===== src/rtl/cbus_arbiter.sv =====
// cbus_arbiter: shares one cache-line bus between NUM_REQ requesters (index 0 = dcache).
// Latency: grant registered 1 cycle after req_valid in IDLE; bus outputs then follow owner combinationally.
// Backpressure: memory paces beats with bus_okay; the owner holds its request until resp_last.
// Ports:
//   clk, reset                 clock, synchronous active-high reset
//   req_*                      flattened per-requester request fields (requester i at [i*W +: W])
//   resp_ready/resp_last/data  per-requester beat return, only the owner ever sees a beat
//   bus_*                      downstream burst request and memory beat handshake
//   busy, owner, proto_err     status: burst in progress, current/last grant, sticky protocol error
module cbus_arbiter #(
  parameter int NUM_REQ     = 2,
  parameter int ADDR_W      = 32,
  parameter int DATA_W      = 32,
  parameter int LEN_W       = 4,
  parameter bit ROUND_ROBIN = 1'b0,
  localparam int OWN_W      = (NUM_REQ > 1) ? $clog2(NUM_REQ) : 1
) (
  input  logic                        clk,
  input  logic                        reset,
  input  logic [NUM_REQ-1:0]          req_valid,
  input  logic [NUM_REQ-1:0]          req_is_write,
  input  logic [NUM_REQ*ADDR_W-1:0]   req_addr,
  input  logic [NUM_REQ*LEN_W-1:0]    req_len,
  input  logic [NUM_REQ*DATA_W-1:0]   req_data,
  input  logic [NUM_REQ*DATA_W/8-1:0] req_strobe,
  output logic [NUM_REQ-1:0]          resp_ready,
  output logic [NUM_REQ-1:0]          resp_last,
  output logic [DATA_W-1:0]           resp_data,
  output logic                        bus_valid,
  output logic                        bus_is_write,
  output logic [ADDR_W-1:0]           bus_addr,
  output logic [LEN_W-1:0]            bus_len,
  output logic [DATA_W-1:0]           bus_data,
  output logic [DATA_W/8-1:0]         bus_strobe,
  input  logic                        bus_okay,
  input  logic                        bus_last,
  input  logic [DATA_W-1:0]           bus_rdata,
  output logic                        busy,
  output logic [OWN_W-1:0]            owner,
  output logic                        proto_err
);

  typedef enum logic {IDLE, BUSY} state_t;

  state_t             state_q, state_d;
  logic [OWN_W-1:0]   owner_q, owner_d;
  logic [OWN_W-1:0]   rr_ptr_q, rr_ptr_d;
  logic [LEN_W-1:0]   beat_cnt_q, beat_cnt_d;
  logic               proto_err_q, proto_err_d;

  // Owner's request fields, selected from the flattened inputs.
  logic               sel_vld;
  logic               sel_wr;
  logic [ADDR_W-1:0]  sel_addr;
  logic [LEN_W-1:0]   sel_len;
  logic [DATA_W-1:0]  sel_data;
  logic [DATA_W/8-1:0] sel_strb;

  logic               win_vld;
  logic [OWN_W-1:0]   win_idx;

  always_comb begin
    sel_vld  = 1'b0;
    sel_wr   = 1'b0;
    sel_addr = '0;
    sel_len  = '0;
    sel_data = '0;
    sel_strb = '0;
    for (int i = 0; i < NUM_REQ; i++) begin
      if (owner_q == OWN_W'(i)) begin
        sel_vld  = req_valid[i];
        sel_wr   = req_is_write[i];
        sel_addr = req_addr[i*ADDR_W +: ADDR_W];
        sel_len  = req_len[i*LEN_W +: LEN_W];
        sel_data = req_data[i*DATA_W +: DATA_W];
        sel_strb = req_strobe[i*(DATA_W/8) +: DATA_W/8];
      end
    end
  end

  // Winner search: scan starts at rr_ptr in round-robin mode, at 0 otherwise,
  // and the first asserted request in scan order wins.
  always_comb begin
    int idx;
    win_vld = 1'b0;
    win_idx = '0;
    idx     = 0;
    for (int k = 0; k < NUM_REQ; k++) begin
      idx = ROUND_ROBIN ? ((int'(rr_ptr_q) + k) % NUM_REQ) : k;
      if (!win_vld && req_valid[idx]) begin
        win_vld = 1'b1;
        win_idx = OWN_W'(idx);
      end
    end
  end

  // Next-state logic.
  always_comb begin
    state_d     = state_q;
    owner_d     = owner_q;
    rr_ptr_d    = rr_ptr_q;
    beat_cnt_d  = beat_cnt_q;
    proto_err_d = proto_err_q;
    case (state_q)
      IDLE: begin
        if (bus_okay) proto_err_d = 1'b1;
        if (win_vld) begin
          owner_d = win_idx;
          state_d = BUSY;
        end
      end
      BUSY: begin
        // Owner abandoning its request is an error, but the burst still runs to bus_last.
        if (!sel_vld) proto_err_d = 1'b1;
        if (bus_okay) begin
          beat_cnt_d = beat_cnt_q + LEN_W'(1);
          if (bus_last && (beat_cnt_q != sel_len)) proto_err_d = 1'b1;
          if (!bus_last && (beat_cnt_q == sel_len)) proto_err_d = 1'b1;
          if (bus_last) begin
            state_d    = IDLE;
            beat_cnt_d = '0;
            if (ROUND_ROBIN) begin
              rr_ptr_d = (int'(owner_q) == NUM_REQ - 1) ? '0 : owner_q + OWN_W'(1);
            end
          end
        end
      end
      default: state_d = IDLE;
    endcase
  end

  // Outputs: everything is quiet in IDLE; in BUSY the bus mirrors the owner.
  always_comb begin
    resp_ready   = '0;
    resp_last    = '0;
    resp_data    = '0;
    bus_valid    = 1'b0;
    bus_is_write = 1'b0;
    bus_addr     = '0;
    bus_len      = '0;
    bus_data     = '0;
    bus_strobe   = '0;
    if (state_q == BUSY) begin
      bus_valid    = 1'b1;
      bus_is_write = sel_wr;
      bus_addr     = sel_addr;
      bus_len      = sel_len;
      bus_data     = sel_data;
      bus_strobe   = sel_strb;
      resp_data    = bus_rdata;
      for (int i = 0; i < NUM_REQ; i++) begin
        if (owner_q == OWN_W'(i)) begin
          resp_ready[i] = bus_okay;
          resp_last[i]  = bus_okay & bus_last;
        end
      end
    end
  end

  assign busy      = (state_q == BUSY);
  assign owner     = owner_q;
  assign proto_err = proto_err_q;

  always_ff @(posedge clk) begin
    if (reset) begin
      state_q     <= IDLE;
      owner_q     <= '0;
      rr_ptr_q    <= '0;
      beat_cnt_q  <= '0;
      proto_err_q <= 1'b0;
    end else begin
      state_q     <= state_d;
      owner_q     <= owner_d;
      rr_ptr_q    <= rr_ptr_d;
      beat_cnt_q  <= beat_cnt_d;
      proto_err_q <= proto_err_d;
    end
  end

endmodule


===== config.mk =====
export PLATFORM = sky130hd
export DESIGN_NAME = cbus_arbiter
export DESIGN_NICKNAME = d
export VERILOG_FILES = /design/src/rtl/cbus_arbiter.sv
export SDC_FILE = /design/constraint.sdc
export NUM_CORES = 1
export LEC_CHECK = 0
export CAP_MARGIN = 0
export CORE_AREA = 2 2 116 118
export DETAILED_ROUTE_END_ITERATION = 7
export DIE_AREA = 0 0 118 120
export PLACE_DENSITY = 0.6
export SETUP_SLACK_MARGIN = 0.5
export SYNTH_ARGS = -nofsm -noshare
export SYNTH_HDL_FRONTEND = slang
export SYNTH_SLANG_ARGS = --single-unit
export TNS_END_PERCENT = 100

===== constraint.sdc =====
create_clock -name clk -period 1.71 [get_ports clk]
set_input_delay 0.4275 -clock clk [delete_from_list [all_inputs] [get_ports clk]]
set_output_delay 0.4275 -clock clk [all_outputs]
set_load 0.005 [all_outputs]

## Yosys cells after proc, flatten, opt, wreduce, memory -nomap -nowiden

Index checks and enable logic that the tools add are counted.

- Add/sub/neg operators: 1
- Multipliers: 0
- Divide/modulo/power cells: 0
- Order comparisons: 0
- Equality and inequality tests: 3
- Shifts and indexed selects: 0
- Multiplexer cells: 33
- Bitwise operators: 2
- Reduce and logical (&&, ||, !) cells: 7

Operators by type and width:

| kind | number |
|---|---|
| $mux W32 | 5 |
| $mux W4 | 5 |
| $mux W1 | 19 |
| $add A4 B1 Y4 const B | 1 |
| $eq A4 B4 Y1 | 1 |
| $mux W2 | 2 |
| $ne A4 B4 Y1 | 1 |
| $pmux W1 S2 | 2 |
| $reduce_and A2 Y1 | 2 |
| $logic_and A1 B1 Y1 | 3 |
| $logic_not A1 Y1 | 2 |
| $ne A2 B2 Y1 const B | 1 |
| $and A1 B1 Y1 | 1 |
| $not A1 Y1 | 1 |

- Register bits after elaboration: 7
- Bits in latches: 0
- RAM bits: 0
- Bits in read-only memories: 0
- Bits of input ports: 184
- Output and inout bits: 113
- Word-level logic and storage cells: 50
- Memories: 0

## Longest topological paths before layout

- Depth after elaboration: 7
- Depth in mapped cells: 6

## Least setup slack after synthesis

OpenSTA, ideal clock, no wires.

- Kind: register -> output
- Start point: reg owner_q (netlist: owner)
- End point: out bus_addr[24]
- Arrival: 1168 ps
- Data required time: 1282 ps
- Setup slack: 115 ps
- Stages on the path, launching flop included: 6
- Buffers on the path: 3
- Path through: dfxtp_1 buf_6 buf_2 buf_2 mux2i_1 nor2_1

- Word-level cells in the longest chain between the ends: 2

Ends and longest elaborated chain:

| item | RTL line | text |
|---|---|---|
| start: declaration | 46 | `logic [OWN_W-1:0] owner_q, owner_d;` |
| start signal: assignment | 173 | `owner_q <= owner_d;` |
| $mux W32 | 70 | `if (owner_q == OWN_W'(i)) begin` |
| $mux W32 | 143 | `if (state_q == BUSY) begin` |
| end: declaration | 31 | `output logic [ADDR_W-1:0] bus_addr,` |

Every way passes these cells.

## Worst setup path after layout

- Start point: reg owner_q (netlist: owner)
- End point: out bus_addr[10]

The elaborated chain is that of the path after synthesis.

==> results <==
==> power by group <==
group	switching, W	internal [W]
registers	0.0000106	0.000172
logic	0.000525	0.00105
clock network	0.0000954	0.000311
==> stage by stage <==
stage           util  worst slack [ns]
2_1_floorplan      -             0.307
3_3_place_gp   0.390            -0.598
3_5_place_dp   0.390            -0.618
4_1_cts        0.429            -0.150
5_1_grt        0.452            -0.188
6_report       0.452            -0.138
==> worst min path at each step <==
stage	end	slack, ns	cells past startpoint
after CTS	proto_err	0.52	2
after global routing	proto_err	0.53	2
after detailed placement	beat_cnt_q[3]	0.50	2
after floorplan	beat_cnt_q[3]	0.48	2
final	proto_err	0.49	2
after global placement	beat_cnt_q[3]	0.50	2
==> layout by cell type, fill, tap and decap left out, drive strengths merged, types with 2 or more instances in the layout <==
| cell type | netlist | layout |
|---|---|---|
| clkbuf | 12 | 4 |
| a21oi | 6 | 6 |
| and2 | 33 | 33 |
| dlygate4sd2 | 0 | 18 |
| mux2i | 73 | 73 |
| nor3b | 2 | 2 |
| dfxtp | 7 | 7 |
| clkdlybuf4s15 | 0 | 2 |
| nor2 | 78 | 78 |
| nor3 | 4 | 4 |
| clkdlybuf4s50 | 0 | 164 |
| buf | 12 | 187 |
| xnor2 | 4 | 4 |
| o21ai | 2 | 2 |
| nand2 | 3 | 3 |
==> cell type report <==
| class | count | area [um2] |
|---|---|---|
| inverter | 1 | 16.3 |
| sequential | 7 | 149 |
| timing repair buffer | 371 | 3690 |
| multi-input combinational | 216 | 1710 |
| fill | 1288 | 7120 |
| clock buffer | 4 | 78.8 |
| tap | 176 | 220 |
==> repair_timing <==
action,4_1_cts,5_1_grt
cloned,6,0
buffers inserted,38,6
pin swaps,36,35
endpoints found under the setup margin,119,119
resized for setup,591,57
==> layer usage <==
layer | track usage | vias up
li1 | - | 1535
met1 | 0.177 | 1440
met2 | 0.292 | 180
met3 | 0.0556 | 13
met4 | 0.0286 | 0
met5 | 0 | -
==> cells by family (layout without fill, tap and decap cells) <==
kind of cell | Yosys count | count (layout)
buf+inv | 25 | 376
mux | 74 | 74
flops | 7 | 7
fa+ha+maj | 1 | 1
simple gates | 124 | 124
xor+xnor | 4 | 4
compound gates | 13 | 13
==> flip-flops by register name, summed over array words and instances, names as in the netlist <==
signal      count
beat_cnt_q      4
busy            1
owner           1
proto_err       1
==> critical path: cells and delay by family (launching register included) <==
| family | cells | cell delay, ns |
|---|---|---|
| mux | 1 | 0.22 |
| simple gates | 1 | 0.07 |
| buf+inv | 4 | 0.51 |
| flops | 1 | 0.38 |
==> metrics.txt <==
Core Region=0.0130 mm2; Min-Delay Path Class=flop to flop; dpl cells=721; Reg clk slew, reported paths=0.04 ns; Crit Path Category=flop to output pin; RD Place Congestion=0.813; synth cell count leaders=nor2_1, mux2i_1, and2_1; Final Max Tran Viols=0; mux contribution to synthesized area=0.433; hpwl dp=9310 um; R2R setup slack=-0.04 ns; Antenna diodes=0; Crit path required time=1.28 ns; Top Layer Used=met4; power density cells=369 mW/mm2; final-report hold violation count=0; Mapped Cells=248; total gr overflow=0; number of synthesized flops with an enable pin=0; Clock Tree Root=clkbuf_16; failing checks=negative setup slack; worst path cell trace=buf_12 -> buf_12 -> buf_16 -> mux2i_1 -> nor2_1 -> buf_2; share of cells above drive strength 1=0.429; FF-to-FF End=proto_err; Wirelength per Cell=15.7 um; Non-Filler Instances=775; Initial DRC Count=87; Max VDD drop=0.000240 V; initial antenna violation count=0; Max clock buf depth=2; met1 wire length=4730 um; WL met3=1090 um; Synth-to-Final Area Change=240%; Tot Pwr=0.00217 W; Primary FF master, synth=dfxtp_1; share of the synthesized area in the top cell type=0.418; top-count cell post-synth=nor2_1; Post-Synth Adder-Cell Area=0.00726; Ports=297; CP max stage delay=0.38 ns; Worst R2R Start=owner; final net count=785; DP Area=0.00507 mm2; Critical Path End=bus_addr[10]; max-cap viol count=0; status=finished with violations; Worst Skew=0.00133 ns; RSZ-0062 raised after global routing=yes; first-pass GRT wire length=17700 um; vias in the first global route=3251; Synth Register Bits=7; Initial Util=0.133; worst skew pair latency=0.23 ns; met2 routed WL=6200 um; Hold WS=0.493 ns; most used cell, CP=buf_12; Crit-path slowest cell=dfxtp_4; P_leak=2.58 nW; Max-Slew Margin vs Limit=0.750; Post-Synth Simple-Gate Area=0.337; antenna viol nets, final=0; hold_buf cts=0; die height=120 um; Via density=4.09; Post-Syn Nets=433; TritonCTS Buffers=3; Row Count=42; Synth area leader=mux2i_1; syn_area_per_cell=6.95 um2; Synth area leaders=mux2i_1, nor2_1, and2_1, dfxtp_1, buf_4; Cell Area, Synth=0.00172 mm2; drt pass-1 iters=6; Worst Setup SP=owner; die area=0.0142 mm2; Critical Path End Type=output pin; setup tns final=-4.27 ns; Total Routing Usage GR=0.158; Final Critical Period=1.85 ns; Yosys cell types=28; Startpoint Class=flop; setup violators final=66; largest net degree at the start of global routing=44; R2R depth=9; Remaining DRCs=0; final wirelength=12200 um; complex-gate fraction of the synthesized area=0.0458; htree depth=1; post-synthesis sequential area ratio=0.0813; Synth Area in XOR/XNOR=0.0203; Final WS setup=-0.138 ns; Final Cycle Share=1.08; Yosys Warn Count=0; Worst Tran Pin Value=0.374 ns; CP arrival=1.42 ns; die width=118 um; critical path fanouts, max=6; IO Port Bufs=296; hold_sp=proto_err; Fmax=541 MHz; # clock sinks=7; TritonCTS clock tree=done; largest family of logic cells by synthesized area=multiplexers; Vias=3168; Async SR Flop Fraction=0; fin area=0.00586 mm2
Note: power is estimated with default switching activity, not from simulation.
